==> config.mk <==
export PLATFORM = sky130hd
export DESIGN_NAME = dmem_arbiter
export DESIGN_NICKNAME = d
export VERILOG_FILES = /design/src/rtl/dmem_arbiter.sv
export SDC_FILE = /design/constraint.sdc
export NUM_CORES = 1
export LEC_CHECK = 0
export CORE_UTILIZATION = 47
export CTS_CLUSTER_SIZE = 8
export DETAILED_ROUTE_END_ITERATION = 16
export PLACE_DENSITY = 0.86
export SETUP_SLACK_MARGIN = 0.2
export SLEW_MARGIN = 20
export SYNTH_ARGS = -nofsm -noshare
export SYNTH_HDL_FRONTEND = slang
export SYNTH_SLANG_ARGS = --single-unit
==> constraint.sdc <==
create_clock -name clk -period 7.1 [get_ports clk]
set_input_delay 1.065 -clock clk [delete_from_list [all_inputs] [get_ports clk]]
set_output_delay 1.065 -clock clk [all_outputs]
set_load 0.05 [all_outputs]
==> src/rtl/dmem_arbiter.sv <==
// Purpose: shares one single-port data memory between the MEM pipeline stage and an auxiliary requester.
// Latency: pipeline access takes at least 2 cycles (IDLE, then PIPE ack); an aux completion pulses aux_done_o one cycle after its ack.
// Backpressure: stall_o holds the pipeline until its PIPE access acks; aux holds its request until aux_done_o; memory stretches via mem_ack_i.
//
// Ports:
//   clk, rst                          clock, asynchronous active-high reset
//   MemRead_i/MemWrite_i/Address_i/Write_data_i -> stall_o, Read_data_o   pipeline side
//   aux_req_i/aux_we_i/aux_addr_i/aux_wdata_i   -> aux_gnt_o, aux_done_o, aux_rdata_o   auxiliary side
//   mem_req_o/mem_we_o/mem_addr_o/mem_wdata_o   <- mem_ack_i, mem_rdata_i   memory side
module dmem_arbiter #(
    parameter int MAX_STREAK = 4
) (
    input  logic        clk,
    input  logic        rst,
    input  logic        MemRead_i,
    input  logic        MemWrite_i,
    input  logic [31:0] Address_i,
    input  logic [31:0] Write_data_i,
    output logic        stall_o,
    output logic [31:0] Read_data_o,
    input  logic        aux_req_i,
    input  logic        aux_we_i,
    input  logic [31:0] aux_addr_i,
    input  logic [31:0] aux_wdata_i,
    output logic        aux_gnt_o,
    output logic        aux_done_o,
    output logic [31:0] aux_rdata_o,
    output logic        mem_req_o,
    output logic        mem_we_o,
    output logic [31:0] mem_addr_o,
    output logic [31:0] mem_wdata_o,
    input  logic        mem_ack_i,
    input  logic [31:0] mem_rdata_i
);

    // Counter must hold the value MAX_STREAK itself; keep at least one bit.
    localparam int SW = (MAX_STREAK < 1) ? 1 : $clog2(MAX_STREAK + 1);
    localparam logic [SW-1:0] STREAK_MAX = SW'(MAX_STREAK);

    typedef enum logic [1:0] {
        IDLE = 2'd0,
        PIPE = 2'd1,
        AUX  = 2'd2
    } state_t;

    state_t        r_state;
    state_t        w_next_state;

    logic [SW-1:0] r_streak;
    logic          r_mem_we;
    logic [31:0]   r_mem_addr;
    logic [31:0]   r_mem_wdata;
    logic [31:0]   r_read_data;
    logic          r_aux_done;
    logic [31:0]   r_aux_rdata;

    logic          w_pipe_pend;
    logic          w_aux_elig;
    logic          w_aux_priority;
    logic          w_grant_pipe;
    logic          w_grant_aux;
    logic          w_pipe_ack;
    logic          w_aux_ack;
    logic          w_pipe_rd_ack;

    assign w_pipe_pend    = MemRead_i | MemWrite_i;
    // The done pulse doubles as a one-cycle cooldown so a held request is not regranted at once.
    assign w_aux_elig     = aux_req_i & ~r_aux_done;
    // Aux overrides the pipeline only after MAX_STREAK pipeline grants made it wait.
    assign w_aux_priority = w_aux_elig & (r_streak == STREAK_MAX);

    assign w_pipe_ack     = (r_state == PIPE) & mem_ack_i;
    assign w_aux_ack      = (r_state == AUX) & mem_ack_i;
    assign w_pipe_rd_ack  = w_pipe_ack & ~r_mem_we;

    always_ff @(posedge clk or posedge rst) begin
        if (rst) begin
            r_state <= IDLE;
        end else begin
            r_state <= w_next_state;
        end
    end

    always_comb begin
        w_next_state = r_state;
        w_grant_pipe = 1'b0;
        w_grant_aux  = 1'b0;
        case (r_state)
            IDLE: begin
                if (w_pipe_pend && !w_aux_priority) begin
                    w_next_state = PIPE;
                    w_grant_pipe = 1'b1;
                end else if (w_aux_elig) begin
                    w_next_state = AUX;
                    w_grant_aux  = 1'b1;
                end
            end
            PIPE, AUX: begin
                if (mem_ack_i) begin
                    w_next_state = IDLE;
                end
            end
            default: begin
                w_next_state = IDLE;
            end
        endcase
    end

    always_ff @(posedge clk or posedge rst) begin
        if (rst) begin
            r_mem_we    <= 1'b0;
            r_mem_addr  <= 32'd0;
            r_mem_wdata <= 32'd0;
            r_read_data <= 32'd0;
            r_aux_done  <= 1'b0;
            r_aux_rdata <= 32'd0;
            r_streak    <= '0;
        end else begin
            // Memory operands are captured once at grant and held for the whole access.
            if (w_grant_pipe) begin
                r_mem_we    <= MemWrite_i;
                r_mem_addr  <= Address_i;
                r_mem_wdata <= Write_data_i;
            end else if (w_grant_aux) begin
                r_mem_we    <= aux_we_i;
                r_mem_addr  <= aux_addr_i;
                r_mem_wdata <= aux_wdata_i;
            end

            if (w_pipe_rd_ack) begin
                r_read_data <= mem_rdata_i;
            end

            r_aux_done <= w_aux_ack;
            if (w_aux_ack && !r_mem_we) begin
                r_aux_rdata <= mem_rdata_i;
            end

            if (w_grant_aux) begin
                r_streak <= '0;
            end else if ((r_state == IDLE) && !aux_req_i) begin
                r_streak <= '0;
            end else if (w_grant_pipe && aux_req_i && (r_streak != STREAK_MAX)) begin
                r_streak <= r_streak + SW'(1);
            end
        end
    end

    assign mem_req_o   = (r_state == PIPE) | (r_state == AUX);
    assign mem_we_o    = r_mem_we;
    assign mem_addr_o  = r_mem_addr;
    assign mem_wdata_o = r_mem_wdata;

    // Only a PIPE ack releases the pipeline; an aux access in flight keeps it frozen.
    assign stall_o     = ~rst & w_pipe_pend & ~w_pipe_ack;
    // Load data is forwarded in the ack cycle so MEM_WB can capture it at that edge.
    assign Read_data_o = w_pipe_rd_ack ? mem_rdata_i : r_read_data;

    assign aux_gnt_o   = (r_state == AUX);
    assign aux_done_o  = r_aux_done;
    assign aux_rdata_o = r_aux_rdata;

endmodule

==> results_dict.tcl <==
set metrics [dict create \
    outcome "complete, no violations" \
    critPathLaunchType "input port" \
    grt_pass1_wl_um 36300 \
    core-area_sq_um 15100 \
    setup_viol 0 \
    ys.flop_type "dfrtp_1" \
    synth_top_cell_area_share_pct 46.4 \
    cts_buffers 17 \
    final_core_util_pct 71.2 \
    first_global_vias 6546 \
    yosysUniqueCellTypes 33 \
    hold_buffers 0 \
    die_h_um 126 \
    max_freq_mhz 237 \
    hold_start "r_read_data[14]$_DFF_PP0_" \
    ys_ff_latch 135 \
    cts_root_buf "clkbuf_16" \
    clock_path_buffers 2 \
    crit_required_ns 6.03 \
    worst_hold_path_type "register to register" \
    yosysSeqAreaShare_pct 46.4 \
    rows 45 \
    arrival_ns 3.16 \
    post_drt_wl_per_cell_um 20.5 \
    clock-sinks 135 \
    diodes 0 \
    overflow 0 \
    criticalPathCategory "input port to output port" \
    rsz0062_at_grt "no" \
    fin_crit_sh_pct 59.5 \
    clkTransAtPathRegs_ns 0.06 \
    drive_above_1_share_pct 17.0 \
    post-route-min-period_ns 4.22 \
    nets 1064 \
    syn_area_sq_um 7280 \
    max-slew-margin-rel_pct 30.3 \
    via_per_inst 5.95 \
    synth_common_cells "135 x dfrtp_1, 73 x inv_1, 66 x o21ai_0" \
    antenna_found_initial 0 \
    vias 6503 \
    clock_latency_ns 0.42 \
    synth-edff-count 0 \
    powerDensity_nw_per_um2 553 \
    worstMarginPinSlew_ns 1.04 \
    timing.critical_path.buf_inv 3 \
    critPathCaptureType "output port" \
    initial_core_util_pct 48.1 \
    syn_to_final_growth_pct 48.0 \
    dieWidth_um 126 \
    synthTopCellsByArea "dfrtp_1 46%, mux2_2 9.9%, o211a_1 8.8%" \
    crit_family "buffers and inverters" \
    leakage_nw 5.04 \
    yosysMostFrequentCell "dfrtp_1" \
    grt_start_max_net_pins 89 \
    final-hold-violation-count 0 \
    ant_nets 0 \
    critPathMaxFanout 32 \
    crit_start "mem_ack_i" \
    timing.rr.start "aux_done_o$_DFF_PP0_" \
    total_power_mw 5.96 \
    htree_num_levels 4 \
    route.detailed.drc 0 \
    netlist_instances 640 \
    cp_common_cell "clkdlybuf4s50_1" \
    cts_resized 0 \
    irDropWorstVdd_mv 0.284 \
    slew_viol_final 0 \
    yosys_warnings 0 \
    place_congestion 0.789 \
    dp_hpwl_um 14400 \
    drtIter0Drc 503 \
    synth_fp_nets 812 \
    finalWirelength_um 22500 \
    slowest_delay_ns 0.71 \
    track_usage_pct 29.0 \
    syn_area_per_cell_sq_um 11.4 \
    slowest_stage "clkdlybuf4s50_1" \
    die_area_sq_um 16000 \
    fin_tns_setup_ns 0 \
    firstDrtPassIters 11 \
    yosys.area.top_type "dfrtp_1" \
    async_flop_share_pct 100 \
    cap_violations 0 \
    cts_setup_buffers 0 \
    cts_tree "done" \
    path_cells "clkdlybuf4s50_1 -> nand3_1 -> buf_4 -> mux2_2 -> clkdlybuf4s50_1" \
    io_pins 300 \
    fin_worst_skew_ns 0.0108 \
    io_buffers 299 \
]
## state kept, by name, summed over array words and instances, names as in the netlist
register / count
aux_rdata_o: 32
mem_wdata_o: 32
r_streak: 3
mem_addr_o: 32
r_state: 2
aux_done_o: 1
r_read_data: 32
mem_we_o: 1
## layout by cell type, fill, tap and decap left out, types with 2 or more instances in the layout
cell / Yosys / layout
a22oi_1: 65 / 65
clkdlybuf4s50_1: 0 / 297
o21a_1: 3 / 3
clkinv_2: 0 / 3
inv_6: 0 / 2
o21ai_0: 66 / 66
buf_2: 45 / 2
nand3_1: 2 / 2
ha_1: 5 / 4
nand2_1: 2 / 2
dfrtp_1: 135 / 135
clkinv_4: 0 / 2
o211a_1: 64 / 64
buf_4: 2 / 12
clkbuf_16: 0 / 17
nor2b_1: 2 / 2
a221oi_1: 25 / 25
mux2_2: 64 / 64
clkbuf_1: 27 / 4
clkinvlp_4: 0 / 4
inv_1: 73 / 71
a221oi_2: 40 / 40
## per-stage QoR
stage                     cells  instance area (sq um)  setup WS (ns)  hold WS (ns)
after floorplan             640                   7280           2.42         0.522
after global placement     1061                  10200           2.90         0.480
after detailed placement   1061                  10200           2.87         0.482
after CTS                  1093                  10800           2.87         0.499
after global routing       1093                  10800           2.83         0.510
final                      1093                  10800           2.88         0.497
## kinds of logic after synthesis
group | after synthesis | synth area share (%)
buffers and inverters | 151 | 9.08
DFF | 135 | 46.4
and+or+nand+nor | 12 | 1.05
AOI/OAI and AO/OA | 271 | 32.4
adders and majority gates | 5 | 0.859
muxes | 66 | 10.2
## where the power goes
part / switching, mW / internal (mW)
combinational: 2.45 / 1.35
sequential: 0.183 / 1.16
clock: 0.339 / 0.481
total: 2.97 / 3.00
## final timing paths
path / end / slack (ns) / cells past startpoint
hold reg to reg: r_read_data[14]$_DFF_PP0_ / 0.50 / 1
max in group asynchronous: mem_wdata_o[3]$_DFFE_PP0P_ / 4.71 / 3
hold / removal: r_read_data[14]$_DFF_PP0_ / 0.50 / 1
min in group asynchronous: aux_rdata_o[5]$_DFFE_PP0P_ / 1.24 / 2
setup reg to reg: mem_wdata_o[23]$_DFFE_PP0P_ / 4.50 / 4
setup / recovery: Read_data_o[12] / 2.88 / 5
## area by class of cell
cell class,instances,area (sq um)
fillers,1075,4370
flip-flops and latches,135,3380
multi-input cells,354,3270
repair buffers,311,3070
clock buffers,21,440
inverters,73,279
well taps,188,235
clock inverters,11,101
## layer usage
layer  GRT usage [%]  routed length (um)  vias to the layer above
met1            36.9                9290                     3236
met2            48.0               11100                      298
met3            5.95                1410                       44
met5               0                   0                        -
li1                -                   -                     2925
met4            12.5                 666                        0
(Power assumes the default switching activity.)
